$ cat src/rtl/core_exu_pkg.sv
// Shared definitions for the execute stage: op encodings, multiplier modes,
// decode predicates and the output-queue entry layout.
package core_exu_pkg;

  localparam int unsigned OP_W     = 5;
  localparam int unsigned RD_IDX_W = 5;

  typedef enum logic [OP_W-1:0] {
    OP_ADD    = 5'd0,
    OP_SUB    = 5'd1,
    OP_AND    = 5'd2,
    OP_OR     = 5'd3,
    OP_XOR    = 5'd4,
    OP_SLT    = 5'd5,
    OP_SLTU   = 5'd6,
    OP_SLL    = 5'd7,
    OP_SRL    = 5'd8,
    OP_SRA    = 5'd9,
    OP_BEQ    = 5'd10,
    OP_BNE    = 5'd11,
    OP_BLT    = 5'd12,
    OP_BGE    = 5'd13,
    OP_BLTU   = 5'd14,
    OP_BGEU   = 5'd15,
    OP_JAL    = 5'd16,
    OP_JALR   = 5'd17,
    OP_MUL    = 5'd18,
    OP_MULH   = 5'd19,
    OP_MULHSU = 5'd20,
    OP_MULHU  = 5'd21
  } exu_op_e;

  typedef enum logic [1:0] {
    MUL_LO  = 2'd0,
    MUL_HH  = 2'd1,
    MUL_HSU = 2'd2,
    MUL_HU  = 2'd3
  } mul_mode_e;

  // Queue entry field order, MSB first: {res, rd_idx, pc, bc_done, bc_en, bc_pc}.
  function automatic int unsigned q_entry_w(input int unsigned xlen);
    return 3 * xlen + RD_IDX_W + 2;
  endfunction

  function automatic logic op_is_mul(input logic [OP_W-1:0] op);
    return (op == OP_MUL) || (op == OP_MULH) || (op == OP_MULHSU) || (op == OP_MULHU);
  endfunction

  function automatic logic op_is_bc(input logic [OP_W-1:0] op);
    return (op >= OP_BEQ) && (op <= OP_JALR);
  endfunction

  function automatic mul_mode_e mul_mode_of(input logic [OP_W-1:0] op);
    case (op)
      OP_MULH:   return MUL_HH;
      OP_MULHSU: return MUL_HSU;
      OP_MULHU:  return MUL_HU;
      default:   return MUL_LO;
    endcase
  endfunction

endpackage

$ cat src/rtl/core_exu_mul_iter.sv
// Iterative shift-add multiplier on operand magnitudes. done/res are valid
// combinationally during the final iteration so the caller can enqueue at that edge.
module core_exu_mul_iter
  import core_exu_pkg::*;
#(
  parameter int unsigned XLEN     = 32,
  parameter int unsigned MUL_STEP = 1
) (
  input  logic            clk,
  input  logic            rst,
  input  logic            kill,
  input  logic            start,
  input  mul_mode_e       mode,
  input  logic [XLEN-1:0] a,
  input  logic [XLEN-1:0] b,
  output logic            busy,
  output logic            done,
  output logic [XLEN-1:0] res
);

  localparam int unsigned ITERS  = XLEN / MUL_STEP;
  localparam int unsigned CNT_W  = $clog2(ITERS + 1);
  localparam int unsigned SUM_W  = XLEN + MUL_STEP;
  localparam int unsigned PROD_W = 2 * XLEN;

  logic              busy_q, busy_d;
  logic [CNT_W-1:0]  cnt_q, cnt_d;
  logic [PROD_W-1:0] prod_q, prod_d;
  logic [XLEN-1:0]   mcand_q, mcand_d;
  logic              neg_q, neg_d;
  logic              hi_q, hi_d;

  logic              a_neg, b_neg;
  logic [XLEN-1:0]   a_mag, b_mag;
  logic [SUM_W-1:0]  sum;
  logic [PROD_W-1:0] prod_step, prod_sgn;

  // Upper half accumulates mcand * low multiplier bits, then the whole product shifts right.
  always_comb begin
    a_neg     = ((mode == MUL_HH) || (mode == MUL_HSU)) & a[XLEN-1];
    b_neg     = (mode == MUL_HH) & b[XLEN-1];
    a_mag     = a_neg ? -a : a;
    b_mag     = b_neg ? -b : b;
    sum       = SUM_W'(prod_q[PROD_W-1:XLEN]) + SUM_W'(mcand_q) * SUM_W'(prod_q[MUL_STEP-1:0]);
    prod_step = PROD_W'({sum, prod_q[XLEN-1:0]} >> MUL_STEP);
    prod_sgn  = neg_q ? -prod_step : prod_step;
    res       = hi_q ? prod_sgn[PROD_W-1:XLEN] : prod_sgn[XLEN-1:0];
    done      = busy_q & (cnt_q == CNT_W'(1));
    busy      = busy_q;
  end

  always_comb begin
    busy_d  = busy_q;
    cnt_d   = cnt_q;
    prod_d  = prod_q;
    mcand_d = mcand_q;
    neg_d   = neg_q;
    hi_d    = hi_q;
    if (kill) begin
      busy_d = 1'b0;
      cnt_d  = '0;
    end else if (start) begin
      busy_d  = 1'b1;
      cnt_d   = CNT_W'(ITERS);
      prod_d  = {XLEN'(0), b_mag};
      mcand_d = a_mag;
      neg_d   = a_neg ^ b_neg;
      hi_d    = (mode != MUL_LO);
    end else if (busy_q) begin
      prod_d = prod_step;
      cnt_d  = cnt_q - CNT_W'(1);
      if (cnt_q == CNT_W'(1)) busy_d = 1'b0;
    end
  end

  always_ff @(posedge clk) begin
    if (rst) begin
      busy_q  <= 1'b0;
      cnt_q   <= '0;
      prod_q  <= '0;
      mcand_q <= '0;
      neg_q   <= 1'b0;
      hi_q    <= 1'b0;
    end else begin
      busy_q  <= busy_d;
      cnt_q   <= cnt_d;
      prod_q  <= prod_d;
      mcand_q <= mcand_d;
      neg_q   <= neg_d;
      hi_q    <= hi_d;
    end
  end

endmodule

$ cat src/rtl/core_exu_pipe.sv
// Execute stage: single-cycle ALU/branch resolution, iterative multiplier and an
// OUT_DEPTH-entry result queue toward writeback, with synchronous flush.
module core_exu_pipe
  import core_exu_pkg::*;
#(
  parameter int unsigned XLEN      = 32,
  parameter int unsigned OUT_DEPTH = 2,
  parameter int unsigned MUL_STEP  = 1
) (
  input  logic                clk,
  input  logic                rst,
  input  logic                flush,
  input  logic                exu_rx_valid,
  output logic                exu_rx_ready,
  input  logic [OP_W-1:0]     exu_rx_op,
  input  logic [XLEN-1:0]     exu_rx_rs1,
  input  logic [XLEN-1:0]     exu_rx_rs2,
  input  logic [XLEN-1:0]     exu_rx_imme,
  input  logic [XLEN-1:0]     exu_rx_pc,
  input  logic [RD_IDX_W-1:0] exu_rx_rd_idx,
  output logic                exu_tx_valid,
  input  logic                exu_tx_ready,
  output logic [XLEN-1:0]     exu_tx_res,
  output logic [RD_IDX_W-1:0] exu_tx_rd_idx,
  output logic [XLEN-1:0]     exu_tx_pc,
  output logic                exu_tx_bc_done,
  output logic                exu_tx_bc_en,
  output logic [XLEN-1:0]     exu_tx_bc_pc
);

  localparam int unsigned SHW   = $clog2(XLEN);
  localparam int unsigned PTR_W = (OUT_DEPTH > 1) ? $clog2(OUT_DEPTH) : 1;
  localparam int unsigned CNT_W = $clog2(OUT_DEPTH + 1);

  typedef struct packed {
    logic [XLEN-1:0]     res;
    logic [RD_IDX_W-1:0] rd_idx;
    logic [XLEN-1:0]     pc;
    logic                bc_done;
    logic                bc_en;
    logic [XLEN-1:0]     bc_pc;
  } q_entry_t;

  typedef enum logic [1:0] {ST_IDLE, ST_MUL, ST_HOLD} state_e;

  state_e         state_q, state_d;
  q_entry_t       q_mem_q [OUT_DEPTH];
  q_entry_t       q_mem_d [OUT_DEPTH];
  logic [PTR_W-1:0] rd_ptr_q, rd_ptr_d, wr_ptr_q, wr_ptr_d;
  logic [CNT_W-1:0] cnt_q, cnt_d;
  q_entry_t       mul_ent_q, mul_ent_d;

  q_entry_t        alu_ent, enq_ent, head;
  logic            enq, tx_valid, tx_fire, rx_fire, space, rx_ready;
  logic            mul_start, mul_busy, mul_done;
  logic [XLEN-1:0] mul_res, br_tgt, link;
  logic [SHW-1:0]  shamt;

  function automatic logic [PTR_W-1:0] ptr_inc(input logic [PTR_W-1:0] p);
    return (p == PTR_W'(OUT_DEPTH - 1)) ? '0 : p + PTR_W'(1);
  endfunction

  // Single-cycle result for every non-multiply op.
  always_comb begin
    alu_ent         = '0;
    alu_ent.rd_idx  = exu_rx_rd_idx;
    alu_ent.pc      = exu_rx_pc;
    alu_ent.bc_done = op_is_bc(exu_rx_op);
    br_tgt          = exu_rx_pc + exu_rx_imme;
    link            = exu_rx_pc + XLEN'(4);
    shamt           = exu_rx_rs2[SHW-1:0];
    case (exu_rx_op)
      OP_ADD:  alu_ent.res = exu_rx_rs1 + exu_rx_rs2;
      OP_SUB:  alu_ent.res = exu_rx_rs1 - exu_rx_rs2;
      OP_AND:  alu_ent.res = exu_rx_rs1 & exu_rx_rs2;
      OP_OR:   alu_ent.res = exu_rx_rs1 | exu_rx_rs2;
      OP_XOR:  alu_ent.res = exu_rx_rs1 ^ exu_rx_rs2;
      OP_SLT:  alu_ent.res = XLEN'($signed(exu_rx_rs1) < $signed(exu_rx_rs2));
      OP_SLTU: alu_ent.res = XLEN'(exu_rx_rs1 < exu_rx_rs2);
      OP_SLL:  alu_ent.res = exu_rx_rs1 << shamt;
      OP_SRL:  alu_ent.res = exu_rx_rs1 >> shamt;
      OP_SRA:  alu_ent.res = XLEN'($signed(exu_rx_rs1) >>> shamt);
      OP_BEQ:  begin alu_ent.bc_en = (exu_rx_rs1 == exu_rx_rs2); alu_ent.bc_pc = br_tgt; end
      OP_BNE:  begin alu_ent.bc_en = (exu_rx_rs1 != exu_rx_rs2); alu_ent.bc_pc = br_tgt; end
      OP_BLT:  begin alu_ent.bc_en = ($signed(exu_rx_rs1) < $signed(exu_rx_rs2)); alu_ent.bc_pc = br_tgt; end
      OP_BGE:  begin alu_ent.bc_en = ($signed(exu_rx_rs1) >= $signed(exu_rx_rs2)); alu_ent.bc_pc = br_tgt; end
      OP_BLTU: begin alu_ent.bc_en = (exu_rx_rs1 < exu_rx_rs2); alu_ent.bc_pc = br_tgt; end
      OP_BGEU: begin alu_ent.bc_en = (exu_rx_rs1 >= exu_rx_rs2); alu_ent.bc_pc = br_tgt; end
      OP_JAL:  begin alu_ent.bc_en = 1'b1; alu_ent.bc_pc = br_tgt; alu_ent.res = link; end
      OP_JALR: begin
        alu_ent.bc_en = 1'b1;
        alu_ent.bc_pc = (exu_rx_rs1 + exu_rx_imme) & ~XLEN'(1);
        alu_ent.res   = link;
      end
      default: ;
    endcase
  end

  // Handshake, FSM next state and queue bookkeeping; flush overrides all of it.
  always_comb begin
    tx_valid  = (cnt_q != '0);
    tx_fire   = tx_valid & exu_tx_ready;
    space     = (cnt_q < CNT_W'(OUT_DEPTH)) | tx_fire;
    rx_ready  = ~rst & ~flush & (state_q == ST_IDLE) & space;
    rx_fire   = exu_rx_valid & rx_ready;

    state_d   = state_q;
    enq       = 1'b0;
    mul_start = 1'b0;
    mul_ent_d = mul_ent_q;
    case (state_q)
      ST_IDLE: begin
        if (rx_fire) begin
          if (op_is_mul(exu_rx_op)) begin
            mul_start        = ~mul_busy;
            mul_ent_d        = '0;
            mul_ent_d.rd_idx = exu_rx_rd_idx;
            mul_ent_d.pc     = exu_rx_pc;
            state_d          = ST_MUL;
          end else begin
            enq = 1'b1;
          end
        end
      end
      ST_MUL: begin
        if (mul_done) begin
          mul_ent_d.res = mul_res;
          if (space) begin
            enq     = 1'b1;
            state_d = ST_IDLE;
          end else begin
            state_d = ST_HOLD;
          end
        end
      end
      ST_HOLD: begin
        if (space) begin
          enq     = 1'b1;
          state_d = ST_IDLE;
        end
      end
      default: state_d = ST_IDLE;
    endcase
    enq_ent = (state_q == ST_IDLE) ? alu_ent : mul_ent_d;

    q_mem_d  = q_mem_q;
    wr_ptr_d = wr_ptr_q;
    rd_ptr_d = rd_ptr_q;
    if (enq) begin
      q_mem_d[wr_ptr_q] = enq_ent;
      wr_ptr_d          = ptr_inc(wr_ptr_q);
    end
    if (tx_fire) rd_ptr_d = ptr_inc(rd_ptr_q);
    cnt_d = cnt_q + CNT_W'(enq) - CNT_W'(tx_fire);

    if (flush) begin
      state_d   = ST_IDLE;
      mul_start = 1'b0;
      wr_ptr_d  = '0;
      rd_ptr_d  = '0;
      cnt_d     = '0;
    end
  end

  core_exu_mul_iter #(
    .XLEN     (XLEN),
    .MUL_STEP (MUL_STEP)
  ) u_mul (
    .clk   (clk),
    .rst   (rst),
    .kill  (flush),
    .start (mul_start),
    .mode  (mul_mode_of(exu_rx_op)),
    .a     (exu_rx_rs1),
    .b     (exu_rx_rs2),
    .busy  (mul_busy),
    .done  (mul_done),
    .res   (mul_res)
  );

  always_ff @(posedge clk) begin
    if (rst) begin
      state_q   <= ST_IDLE;
      rd_ptr_q  <= '0;
      wr_ptr_q  <= '0;
      cnt_q     <= '0;
      mul_ent_q <= '0;
    end else begin
      state_q   <= state_d;
      rd_ptr_q  <= rd_ptr_d;
      wr_ptr_q  <= wr_ptr_d;
      cnt_q     <= cnt_d;
      mul_ent_q <= mul_ent_d;
    end
  end

  // Storage needs no reset: the head is masked whenever the queue is empty.
  always_ff @(posedge clk) begin
    q_mem_q <= q_mem_d;
  end

  always_comb begin
    head           = tx_valid ? q_mem_q[rd_ptr_q] : '0;
    exu_rx_ready   = rx_ready;
    exu_tx_valid   = tx_valid;
    exu_tx_res     = head.res;
    exu_tx_rd_idx  = head.rd_idx;
    exu_tx_pc      = head.pc;
    exu_tx_bc_done = head.bc_done;
    exu_tx_bc_en   = head.bc_en;
    exu_tx_bc_pc   = head.bc_pc;
  end

endmodule

$ cat config.mk
export PLATFORM = sky130hd
export DESIGN_NAME = core_exu_pipe
export DESIGN_NICKNAME = d
export VERILOG_FILES = /design/src/rtl/core_exu_pkg.sv /design/src/rtl/core_exu_mul_iter.sv /design/src/rtl/core_exu_pipe.sv
export SDC_FILE = /design/constraint.sdc
export NUM_CORES = 2
export LEC_CHECK = 0
export BUFFER_PORTS_ARGS = -buffer_cell sky130_fd_sc_hd__buf_2
export CORE_MARGIN = 2
export CORE_UTILIZATION = 35
export CTS_CLUSTER_DIAMETER = 40
export DETAILED_ROUTE_END_ITERATION = 8
export PLACE_DENSITY = 0.58
export SLEW_MARGIN = 10
export SYNTH_ARGS = -nofsm -noshare
export SYNTH_HDL_FRONTEND = slang
export SYNTH_HIERARCHICAL = 1
export SYNTH_SLANG_ARGS = --single-unit
$ cat constraint.sdc
create_clock -name clk -period 7.9 [get_ports clk]
set_input_delay 0.395 -clock clk [delete_from_list [all_inputs] [get_ports clk]]
set_output_delay 0.395 -clock clk [all_outputs]
set_load 0.01 [all_outputs]
==> metrics.txt <==
# TYPE chip_impl_metric gauge
chip_impl_metric{name="leakage",unit="nW"} 15.65
chip_impl_metric{name="buffer_ports.inserted",unit=""} 247
chip_impl_metric{name="place_area",unit="um2"} 37480
chip_impl_metric{name="max_slew_margin",unit=""} 0.1882
chip_impl_info{name="cts_tree",value="built"} 1
chip_impl_metric{name="power_switching",unit="W"} 0.002206
chip_impl_metric{name="share_seq_of_total_power",unit=""} 0.322
chip_impl_metric{name="non_filler_instance_count_after_layout",unit=""} 5751
chip_impl_metric{name="cellPowerDensity",unit="nW/um2"} 178.3
chip_impl_metric{name="ctsHtreeMaxLevel",unit=""} 3
chip_impl_metric{name="dp_cells",unit=""} 5593
chip_impl_metric{name="grt_first_pass_wirelength",unit="um"} 216300
chip_impl_info{name="timing_worst_setup_path_type",value="flop to flop"} 1
chip_impl_metric{name="numClockSinks",unit=""} 420
chip_impl_metric{name="placer_congestion_estimate",unit=""} 0.9745
chip_impl_metric{name="yosysUniqueCellTypes",unit=""} 104
chip_impl_metric{name="fmax",unit="MHz"} 153.9
chip_impl_metric{name="sequential_cell_area",unit="um2"} 10480
chip_impl_metric{name="clock_latency",unit="ns"} 0.68
chip_impl_metric{name="seq_area_frac_synth",unit=""} 0.2982
chip_impl_metric{name="synth_area",unit="um2"} 35110
chip_impl_metric{name="max-cap-violations",unit=""} 0
chip_impl_metric{name="peakVddDrop",unit="mV"} 0.2283
chip_impl_info{name="critPathLaunch",value="u_mul/prod_q[0]"} 1
chip_impl_metric{name="grt_pass1_vias",unit=""} 32380
chip_impl_metric{name="vias",unit=""} 34870
chip_impl_metric{name="detail_route.first_pass.iterations",unit=""} 6
chip_impl_metric{name="worst-r2r-setup-slack",unit="ns"} 1.40
chip_impl_metric{name="design.die.area",unit="um2"} 102900
chip_impl_metric{name="clkTransAtPathRegs",unit="ns"} 0.06
chip_impl_metric{name="ys_warn_count",unit=""} 6
chip_impl_info{name="outcome",value="finished clean"} 1
chip_impl_metric{name="fin_worst_skew",unit="ns"} 0.02503
chip_impl_metric{name="reg2regPathDepth",unit=""} 19
chip_impl_metric{name="hold_path_depth",unit=""} 3
chip_impl_info{name="holdCritStartpoint",value="exu_rx_pc[19]"} 1
chip_impl_info{name="critPathLaunchType",value="flop"} 1
chip_impl_metric{name="routed_via_count_divided_by_cell_count",unit=""} 6.062
chip_impl_metric{name="p_int",unit="W"} 0.004992
chip_impl_info{name="holdCritPathClass",value="input pin to flop"} 1
chip_impl_metric{name="final.fill_count",unit=""} 10140
chip_impl_info{name="ys.flop_type",value="sky130_fd_sc_hd__dfxtp_1"} 1
chip_impl_metric{name="boundaryPins",unit=""} 248
chip_impl_metric{name="fp.dieH",unit="um"} 320.7
chip_impl_metric{name="timing.final.setup_violations",unit=""} 0
chip_impl_metric{name="synth-edff-count",unit=""} 206
chip_impl_metric{name="post_route_cells_drive_above_1_share",unit=""} 0.1404
chip_impl_metric{name="grt_remaining_overflow",unit=""} 0
chip_impl_metric{name="track_usage",unit=""} 0.2798
chip_impl_metric{name="layout_area_growth_over_synthesis",unit="%"} 14.99
chip_impl_metric{name="timing.critical_path.fanout_max",unit=""} 16
chip_impl_metric{name="number_of_cell_rows",unit=""} 116
chip_impl_metric{name="timing.final.crit_period",unit="ns"} 6.496
chip_impl_metric{name="floorplan.initialDensity",unit=""} 0.3521
chip_impl_metric{name="report.final.slew_viol_count",unit=""} 0
chip_impl_metric{name="drtIter0Drc",unit=""} 3818
chip_impl_metric{name="power_frac_clock",unit=""} 0.492
chip_impl_metric{name="number_of_instances_resized_during_post_cts_repair",unit=""} 0
chip_impl_metric{name="cts-hold-fix-buffers",unit=""} 6
chip_impl_metric{name="tritoncts.num_buffers",unit=""} 78
chip_impl_metric{name="multi_input_area",unit="um2"} 23060
chip_impl_metric{name="postSynthCellCount",unit=""} 4272
chip_impl_metric{name="final.setup.tns",unit="ns"} 0
chip_impl_metric{name="worst_slew_pin_slew",unit="ns"} 1.207
chip_impl_metric{name="pwr-share-comb",unit=""} 0.187
chip_impl_metric{name="worst_ep_arrival_time",unit="ns"} 6.90
chip_impl_metric{name="detail_route.drc_violations",unit=""} 0
chip_impl_metric{name="count_of_state_elements_after_synthesis",unit=""} 420
chip_impl_metric{name="syn_nets",unit=""} 4627
chip_impl_info{name="critical_path.reg2reg.startpoint",value="u_mul/prod_q[0]"} 1
chip_impl_metric{name="final_routed_wire_length_divided_by_cell_count",unit="um"} 25.73
chip_impl_metric{name="netSwitchingFraction",unit=""} 0.3065
chip_impl_metric{name="timing.final.hold_violations",unit=""} 0
chip_impl_metric{name="final_design_area_no_fill",unit="um2"} 40370
chip_impl_metric{name="final_core_util",unit=""} 0.4049
chip_impl_metric{name="die_extent_in_x",unit="um"} 320.7
chip_impl_metric{name="grt_start_max_net_pins",unit=""} 81
chip_impl_metric{name="syn_area_per_cell",unit="um2"} 8.219
chip_impl_metric{name="totalWireLength",unit="um"} 148000
chip_impl_metric{name="postCtsSetupRepairBufs",unit=""} 0
chip_impl_metric{name="final_antenna_net_count",unit=""} 0
chip_impl_metric{name="ctsLongestPathBuffers",unit=""} 3
chip_impl_metric{name="critPathRequiredTime",unit="ns"} 8.31
chip_impl_metric{name="grt_antenna_before_repair",unit=""} 15
chip_impl_info{name="end_kind",value="flop"} 1
chip_impl_metric{name="core_area",unit="um2"} 99710
chip_impl_metric{name="hpwlAfterDp",unit="um"} 106700
chip_impl_info{name="grt_setup_unrepaired",value="false"} 1
chip_impl_metric{name="async_flop_share",unit=""} 0
chip_impl_metric{name="design_power_total",unit="W"} 0.007198
chip_impl_metric{name="num-nets-final",unit=""} 4736
chip_impl_metric{name="period_share",unit=""} 0.8223
chip_impl_info{name="cts_root_buffer",value="sky130_fd_sc_hd__clkbuf_16"} 1
==> sequential cells by signal (all words and copies together) (netlist names), named ones only <==
| name | cells |
|---|---|
| u_mul/cnt_q | 6 |
| u_mul/prod_q | 64 |
| wr_ptr_q | 1 |
| cnt_q | 2 |
| u_mul/neg_q | 1 |
| state_q | 2 |
| q_mem_q | 206 |
| mul_ent_q | 66 |
| u_mul/hi_q | 1 |
| u_mul/busy | 1 |
| u_mul/mcand_q | 32 |
| rd_ptr_q | 1 |
==> cell type report <==
type	count	area share
Antenna cell	7	0.0004339
Tap cell	1298	0.04023
Clock buffer	87	0.05017
Sequential cell	420	0.2595
Multi-Input combinational cell	3413	0.5712
Inverter	147	0.01367
Clock inverter	58	0.01943
Timing Repair Buffer	321	0.04534
==> critical path: stages (launching register included) <==
cell and delay, ns:
sky130_fd_sc_hd__dfxtp_1 0.47, sky130_fd_sc_hd__and2_1 0.25, sky130_fd_sc_hd__ha_1 0.21, sky130_fd_sc_hd__fa_1 0.42
sky130_fd_sc_hd__a21oi_1 0.35, sky130_fd_sc_hd__o21ai_1 0.17, sky130_fd_sc_hd__a21oi_1 0.60, sky130_fd_sc_hd__o21bai_1 0.18
sky130_fd_sc_hd__xor2_1 0.24, sky130_fd_sc_hd__nor4_2 0.69, sky130_fd_sc_hd__nand4_1 0.34, sky130_fd_sc_hd__o41ai_1 0.40
sky130_fd_sc_hd__xor2_1 0.21, sky130_fd_sc_hd__a21oi_1 0.12, sky130_fd_sc_hd__a2bb2oi_1 0.61, sky130_fd_sc_hd__o21ai_0 0.16
sky130_fd_sc_hd__a211oi_1 0.37, sky130_fd_sc_hd__o211ai_1 0.15, sky130_fd_sc_hd__nor3_1 0.20, sky130_fd_sc_hd__a211oi_1 0.10
==> routing by layer <==
metal / wire length (um) / GRT usage / share of wire / up-vias
li1: - / - / - / 15980
met1: 63140 / 0.3818 / 0.43 / 16820
met3: 13060 / 0.05291 / 0.088 / 341
met5: 64 / 0 / 0.00043 / -
met2: 64450 / 0.4276 / 0.44 / 1711
met4: 7240 / 0.1260 / 0.049 / 12
==> cells in the mapped netlist, drive strengths merged, types with 22 or more instances <==
| master | instances | area share |
|---|---|---|
| a211oi | 98 | 0.022 |
| mux2i | 143 | 0.041 |
| a21oi | 333 | 0.047 |
| o211ai | 29 | 0.0063 |
| clkbuf | 239 | 0.026 |
| a221oi | 25 | 0.0062 |
| nand2 | 448 | 0.048 |
| nor2 | 547 | 0.058 |
| nor3 | 102 | 0.015 |
| nand4 | 30 | 0.0053 |
| nand2b | 28 | 0.0050 |
| a22oi | 54 | 0.012 |
| a21o | 62 | 0.013 |
| xor2 | 106 | 0.026 |
| a31oi | 30 | 0.0053 |
| inv | 141 | 0.015 |
| edfxtp | 206 | 0.18 |
| and3 | 56 | 0.010 |
| and2 | 82 | 0.015 |
| o22ai | 46 | 0.0082 |
| mux4 | 63 | 0.040 |
| o21ai | 212 | 0.030 |
| ha | 207 | 0.074 |
| nor4 | 30 | 0.0061 |
| xnor2 | 108 | 0.027 |
| nor2b | 31 | 0.0055 |
| o31ai | 47 | 0.010 |
| or4 | 26 | 0.0059 |
| or3 | 46 | 0.0082 |
| o221ai | 33 | 0.0082 |
| dfxtp | 214 | 0.12 |
| o21a | 25 | 0.0053 |
| nand3 | 65 | 0.0094 |
| buf | 53 | 0.0067 |
| o21bai | 22 | 0.0047 |
| or2 | 22 | 0.0039 |
==> final timing paths <==
kind	to
setup reg to reg	q_mem_q[100]
hold / removal	flop
setup / recovery	q_mem_q[100]
hold reg to reg	u_mul/mcand_q[21]
==> layout by cell type, fill, tap and decap left out, types with 138 or more instances in the layout <==
cell / instances
sky130_fd_sc_hd__a21oi_1: 332
sky130_fd_sc_hd__buf_2: 244
sky130_fd_sc_hd__dfxtp_1: 211
sky130_fd_sc_hd__edfxtp_1: 206
sky130_fd_sc_hd__ha_1: 207
sky130_fd_sc_hd__inv_1: 138
sky130_fd_sc_hd__mux2i_1: 143
sky130_fd_sc_hd__nand2_1: 448
sky130_fd_sc_hd__nor2_1: 541
sky130_fd_sc_hd__o21ai_0: 197
==> power by group through the flow <==
stage / sequential, W / combinational [W] / clock [W]
6_report: 0.00232 / 0.00134 / 0.00354
5_1_grt: 0.00232 / 0.00143 / 0.00369
4_1_cts: 0.00232 / 0.00131 / 0.00359
3_5_place_dp: 0.00236 / 0.00129 / 0
3_3_place_gp: 0.00236 / 0.00130 / 0
2_1_floorplan: 0.00236 / 0.000811 / 0
==> cells by family after synthesis <==
family	Yosys count	synth area share
AND/OR/NAND/NOR	1550	0.2049
AO/OA/AOI/OAI	1217	0.2332
buffers and inverters	439	0.04800
flip-flops	420	0.2982
multiplexers	220	0.08567
XOR/XNOR	214	0.05338
adder cells (fa/ha/maj)	212	0.07662
==> through the flow <==
stage	setup slack, ns	hold slack, ns
after global routing	0.8835	0.05453
after global placement	1.679	0.4376
after floorplan	1.104	0.4242
final	1.404	0.07017
after detailed placement	1.457	0.4417
after CTS	1.452	0.03262
Note: power is estimated with default switching activity, not from simulation.
